File: src/rtl/alu_src_b_pkg.sv
// Shared operand-B select codes and skid-buffer state encoding.
// The control unit imports this package for the same select codes.
package alu_src_b_pkg;

  localparam int SEL_W = 3;

  typedef enum logic [SEL_W-1:0] {
    SRC_B_REG      = 3'b000,
    SRC_B_CONST    = 3'b001,
    SRC_B_SEXT     = 3'b010,
    SRC_B_SEXT_SL2 = 3'b011,
    SRC_B_ZEXT     = 3'b100,
    SRC_B_LUI      = 3'b101,
    SRC_B_FWD0     = 3'b110,
    SRC_B_FWD1     = 3'b111
  } src_b_sel_e;

  typedef enum logic [1:0] {
    SKID_EMPTY = 2'b00,
    SKID_HALF  = 2'b01,
    SKID_FULL  = 2'b10
  } skid_state_e;

endpackage

File: src/rtl/pipe_skid_buffer.sv
// Generic valid/ready pipeline register with one skid entry; main register
// drives the outputs, the skid entry absorbs one beat while the consumer stalls.
module pipe_skid_buffer
  import alu_src_b_pkg::*;
#(
  parameter int DATA_WIDTH = 35
) (
  input  logic                  clk_i,
  input  logic                  rst_ni,
  input  logic [DATA_WIDTH-1:0] in_data_i,
  input  logic                  in_valid_i,
  output logic                  in_ready_o,
  output logic [DATA_WIDTH-1:0] out_data_o,
  output logic                  out_valid_o,
  input  logic                  out_ready_i
);

  skid_state_e           state_q, state_d;
  logic [DATA_WIDTH-1:0] main_q, main_d;
  logic [DATA_WIDTH-1:0] skid_q, skid_d;
  logic                  in_xfer, out_xfer;

  // Ready depends only on the state register, never on out_ready_i.
  assign in_ready_o  = (state_q != SKID_FULL);
  assign out_valid_o = (state_q != SKID_EMPTY);
  assign out_data_o  = main_q;

  assign in_xfer  = in_valid_i & in_ready_o;
  assign out_xfer = out_valid_o & out_ready_i;

  always_comb begin
    state_d = state_q;
    main_d  = main_q;
    skid_d  = skid_q;
    unique case (state_q)
      SKID_EMPTY: begin
        if (in_xfer) begin
          main_d  = in_data_i;
          state_d = SKID_HALF;
        end
      end
      SKID_HALF: begin
        if (in_xfer && out_xfer) begin
          main_d = in_data_i;
        end else if (in_xfer) begin
          skid_d  = in_data_i;
          state_d = SKID_FULL;
        end else if (out_xfer) begin
          state_d = SKID_EMPTY;
        end
      end
      SKID_FULL: begin
        if (out_xfer) begin
          main_d  = skid_q;
          skid_d  = '0;
          state_d = SKID_HALF;
        end
      end
      default: state_d = SKID_EMPTY;
    endcase
  end

  always_ff @(posedge clk_i or negedge rst_ni) begin
    if (!rst_ni) begin
      state_q <= SKID_EMPTY;
      main_q  <= '0;
      skid_q  <= '0;
    end else begin
      state_q <= state_d;
      main_q  <= main_d;
      skid_q  <= skid_d;
    end
  end

endmodule

File: src/rtl/alu_src_b_stage.sv
// ALU operand-B selector: combinational source/immediate selection feeding a
// registered valid/ready stage so the ALU can stall without losing operands.
module alu_src_b_stage
  import alu_src_b_pkg::*;
#(
  parameter int          WIDTH     = 32,
  parameter int          IMM_WIDTH = 16,
  parameter int unsigned CONST_VAL = 4,
  parameter int          NUM_FWD   = 2
) (
  input  logic                 clk,
  input  logic                 reset,
  input  logic [SEL_W-1:0]     sel,
  input  logic [WIDTH-1:0]     reg_b,
  input  logic [IMM_WIDTH-1:0] imm,
  input  logic [2*WIDTH-1:0]   fwd_data,
  input  logic                 in_valid,
  output logic                 in_ready,
  output logic [WIDTH-1:0]     out_data,
  output logic [SEL_W-1:0]     out_sel,
  output logic                 out_valid,
  input  logic                 out_ready,
  output logic                 sel_err
);

  logic [WIDTH-1:0]       imm_sext, imm_zext, fwd0, fwd1, operand;
  logic [WIDTH+SEL_W-1:0] buf_out;
  logic                   absent_src;
  logic                   sel_err_q, sel_err_d;

  assign imm_sext = {{(WIDTH-IMM_WIDTH){imm[IMM_WIDTH-1]}}, imm};
  assign imm_zext = {{(WIDTH-IMM_WIDTH){1'b0}}, imm};
  assign fwd0     = (NUM_FWD >= 1) ? fwd_data[WIDTH-1:0]       : '0;
  assign fwd1     = (NUM_FWD >= 2) ? fwd_data[2*WIDTH-1:WIDTH] : '0;

  always_comb begin
    operand    = '0;
    absent_src = 1'b0;
    case (sel)
      SRC_B_REG:      operand = reg_b;
      SRC_B_CONST:    operand = WIDTH'(CONST_VAL);
      SRC_B_SEXT:     operand = imm_sext;
      SRC_B_SEXT_SL2: operand = imm_sext << 2;
      SRC_B_ZEXT:     operand = imm_zext;
      SRC_B_LUI:      operand = imm_zext << 16;
      SRC_B_FWD0: begin
        operand    = fwd0;
        absent_src = (NUM_FWD < 1);
      end
      SRC_B_FWD1: begin
        operand    = fwd1;
        absent_src = (NUM_FWD < 2);
      end
      default:        operand = '0;
    endcase
  end

  // Sticky flag: only an accepted transfer can raise it, only reset clears it.
  assign sel_err_d = sel_err_q | (in_valid & in_ready & absent_src);
  assign sel_err   = sel_err_q;

  always_ff @(posedge clk or negedge reset) begin
    if (!reset) sel_err_q <= 1'b0;
    else        sel_err_q <= sel_err_d;
  end

  pipe_skid_buffer #(
    .DATA_WIDTH(WIDTH + SEL_W)
  ) u_skid (
    .clk_i      (clk),
    .rst_ni     (reset),
    .in_data_i  ({sel, operand}),
    .in_valid_i (in_valid),
    .in_ready_o (in_ready),
    .out_data_o (buf_out),
    .out_valid_o(out_valid),
    .out_ready_i(out_ready)
  );

  assign {out_sel, out_data} = buf_out;

endmodule

File: config.mk
export PLATFORM = sky130hd
export DESIGN_NAME = alu_src_b_stage
export DESIGN_NICKNAME = d
export VERILOG_FILES = /design/src/rtl/alu_src_b_pkg.sv /design/src/rtl/pipe_skid_buffer.sv /design/src/rtl/alu_src_b_stage.sv
export SDC_FILE = /design/constraint.sdc
export NUM_CORES = 1
export LEC_CHECK = 0
export CORE_ASPECT_RATIO = 1.2
export CORE_MARGIN = 1
export CORE_UTILIZATION = 30
export DETAILED_ROUTE_END_ITERATION = 10
export HOLD_SLACK_MARGIN = 0.06
export PLACE_DENSITY = 0.6
export SLEW_MARGIN = 20
export SYNTH_ARGS = -nofsm -noshare
export SYNTH_HDL_FRONTEND = slang
export SYNTH_SLANG_ARGS = --single-unit
File: constraint.sdc
create_clock -name clk -period 2 [get_ports clk]
set_input_delay 0.2 -clock clk [delete_from_list [all_inputs] [get_ports clk]]
set_output_delay 0.2 -clock clk [all_outputs]
set_load 0.02 [all_outputs]
==> results.yml <==
run_status:
  outcome: "completed"
cts:
  cts_root_buf: "clkbuf_16"
  post-cts-setup-buffer-count: 0
  clk_pin_slew_ps: 60
  cts_made_buffers: 9
  cts.sink_count: 72
  clock_latency_ps: 340
  htreeDepth: 3
  clk_path_buf_depth: 2
  cts_tree: "built"
timing:
  layout_setup_ws_ps: 131
  slew-limit-headroom_pct: 62.5
  worst_hold_slack_ps: 387
  setup_viol: 0
  max_freq_mhz: 535
  finalCriticalPeriod_ps: 1870
  rsz0062_at_grt: "false"
  tightest_slew_ps: 562
  slew_viol_final: 0
  period_share_pct: 93.4
  final.setup_skew_ps: 6.25
  tns_ps: 0
  hold_viol: 0
critical_path:
  crit_slowest_cell: "dfrtp_1"
  crit_fanout: 29
  r2r_slack_ps: 210
  worstSetupPathType: "register to output pin"
  crit_chain: "and2b_1, inv_1, buf_12, dlygate4sd2_1"
  cp-end-kind: "output pin"
  worstPathRequired_ps: 1800
  arrival_ps: 1670
  startpoint_type: "register"
  cpPeakStageDelay_ps: 460
global_route:
  grt_usage_pct: 23.3
  grt_pass1_vias: 5094
  grt_overflow: 0
  grt_first_pass_wirelength_um: 28500
  grt_start_max_net_pins: 42
  grt_antenna_before_repair: 0
synth:
  synth_area_leaders: "dfrtp_1 38%, o311a_1 5.5%, mux2_2 4.3%"
  yosys_warnings: 0
  yosysTopAreaCellShare_pct: 37.8
  synth_cell_types: 47
  synth_area_um2: 4770
  synth_edf_count: 0
  post-synth-top-area-cell: "dfrtp_1"
  async_flop_share_pct: 100
  ys_seq_elements: 72
  syn_nets: 645
  synth_flop_cell: "dfrtp_1"
  synth_cells: 526
  yosys-top-cells-count: "72 x dfrtp_1, 43 x nand2_1, 34 x o21ai_0, 29 x a21oi_1, 27 x clkbuf_1"
  synth.most_common_cell: "dfrtp_1"
  syn_area_per_cell_um2: 9.06
  yosysSeqAreaShare_pct: 37.8
layout:
  nets: 802
  drive_gt1_share_pct: 14.7
  post-route-util_pct: 45.3
  design_area_um2: 7060
  area_growth_pct: 48.1
  final_cell_count_no_fill: 896
  antenna_cells: 0
route:
  final_antenna_net_count: 0
  wl_um: 18500
  dr.pass1.iters: 8
  wl_per_cell_um: 20.7
  drc: 0
  vias: 5050
  drtIter0Drc: 433
  drt-vias-per-instance: 5.64
pwr:
  power.total_mw: 6.51
  p_per_area_nw_per_um2: 923
  vdd_drop_max_mv: 0.424
  p_leak_nw: 2.85
job:
  max_cap_violations: 0
place:
  dpl_cell_area_um2: 6740
  dp.final_hpwl_um: 13700
  pre_cts_ws_ps: -260
  placed_cells: 879
  io_buffer_count: 155
  globalplace.congestion: 0.890
die:
  die_y_um: 140
  die_area_um2: 16400
  core.rowCount: 50
  io_pins: 157
  start_util_pct: 30.6
  coreArea_um2: 15600
  dieWidth_um: 117
min_path:
  hp-class: "input port to async pin"
[critical path, delay by kind of cell, from the launching register on]
family | cells | cell delay, ps
and+or+nand+nor | 1 | 200
DFF | 1 | 460
buffers and inverters | 3 | 660
[cells in the final DEF, fill, tap and decap left out, types with 4 or more instances in the layout]
master,synthesis,final
o21ai_1,11,10
o21a_1,17,17
clkdlybuf4s50_1,0,151
o21ai_2,4,5
dfrtp_1,72,72
nand2b_1,7,7
o31ai_1,12,12
nand3_1,12,12
and3_1,14,14
maj3_1,12,12
o22a_1,19,18
a221oi_1,5,5
a31oi_1,20,20
nand3b_1,4,4
nor2_1,23,23
clkbuf_16,0,9
inv_1,4,4
mux2_2,18,18
o22ai_1,25,25
nand2_1,43,43
a211oi_1,11,10
a21oi_1,29,29
buf_12,0,8
o311a_1,26,26
mux2i_1,18,18
buf_4,9,44
o21ai_0,34,34
[kinds of logic after synthesis]
logic type / share of synthesized area, %
and+or+nand+nor: 11.9
AOI/OAI and AO/OA: 32.0
buffers and inverters: 7.16
other: 0.0787
adders and majority gates: 2.52
muxes: 8.50
DFF: 37.8
[path summary, 6_finish.rpt]
path / from / to / depth (start not counted)
max in group asynchronous: reset / u_skid.out_data_o[9]$_DFFE_PN0P_ / 3
hold reg to reg: u_skid.skid_q[33]$_DFFE_PN0P_ / u_skid.skid_q[33]$_DFFE_PN0P_ / 2
setup / recovery: u_skid.state_q[1]$_DFFE_PN0P_ / in_ready / 4
setup reg to reg: u_skid.state_q[1]$_DFFE_PN0P_ / u_skid.skid_q[15]$_DFFE_PN0P_ / 6
hold / removal: reset / u_skid.skid_q[20]$_DFFE_PN0P_ / 2
min in group clk: u_skid.skid_q[33]$_DFFE_PN0P_ / u_skid.skid_q[33]$_DFFE_PN0P_ / 2
[routing by layer]
| layer | GRT usage [%] | vias up | wire, µm |
|---|---|---|---|
| met1 | 28.4 | 2454 | 7190 |
| li1 | - | 2323 | - |
| met5 | 0 | - | 0 |
| met4 | 9.73 | 0 | 505 |
| met3 | 4.33 | 27 | 1470 |
| met2 | 39.6 | 246 | 9360 |
[layout make-up]
type                       instances  area, µm²
fill                            1466       8520
multi-input combinational        388       2640
timing repair buffer             207       2040
sequential                        72       1800
tap                              208        260
clock buffer                      10        239
clock inverter                     6       67.6
inverter                           5       18.8
[repair_timing]
action | in CTS | in global routing
hold endpoints to repair | 40 | 0
resized for setup | 1 | 3
setup endpoints to repair | 1 | 12
hold buffers | 1 | 0
[power by group]
part	leakage [nW]	switching [mW]	internal, mW
Combinational	1.84	1.25	1.29
Clock	0.145	0.660	1.00
Sequential	0.871	0.326	1.99
[flip-flops by register name, summed over array words and instances, names as in the netlist]
| register | count |
|---|---|
| u_skid.out_data_o | 35 |
| u_skid.skid_q | 35 |
| u_skid.state_q | 2 |
Power figures use the tool's default switching activity.
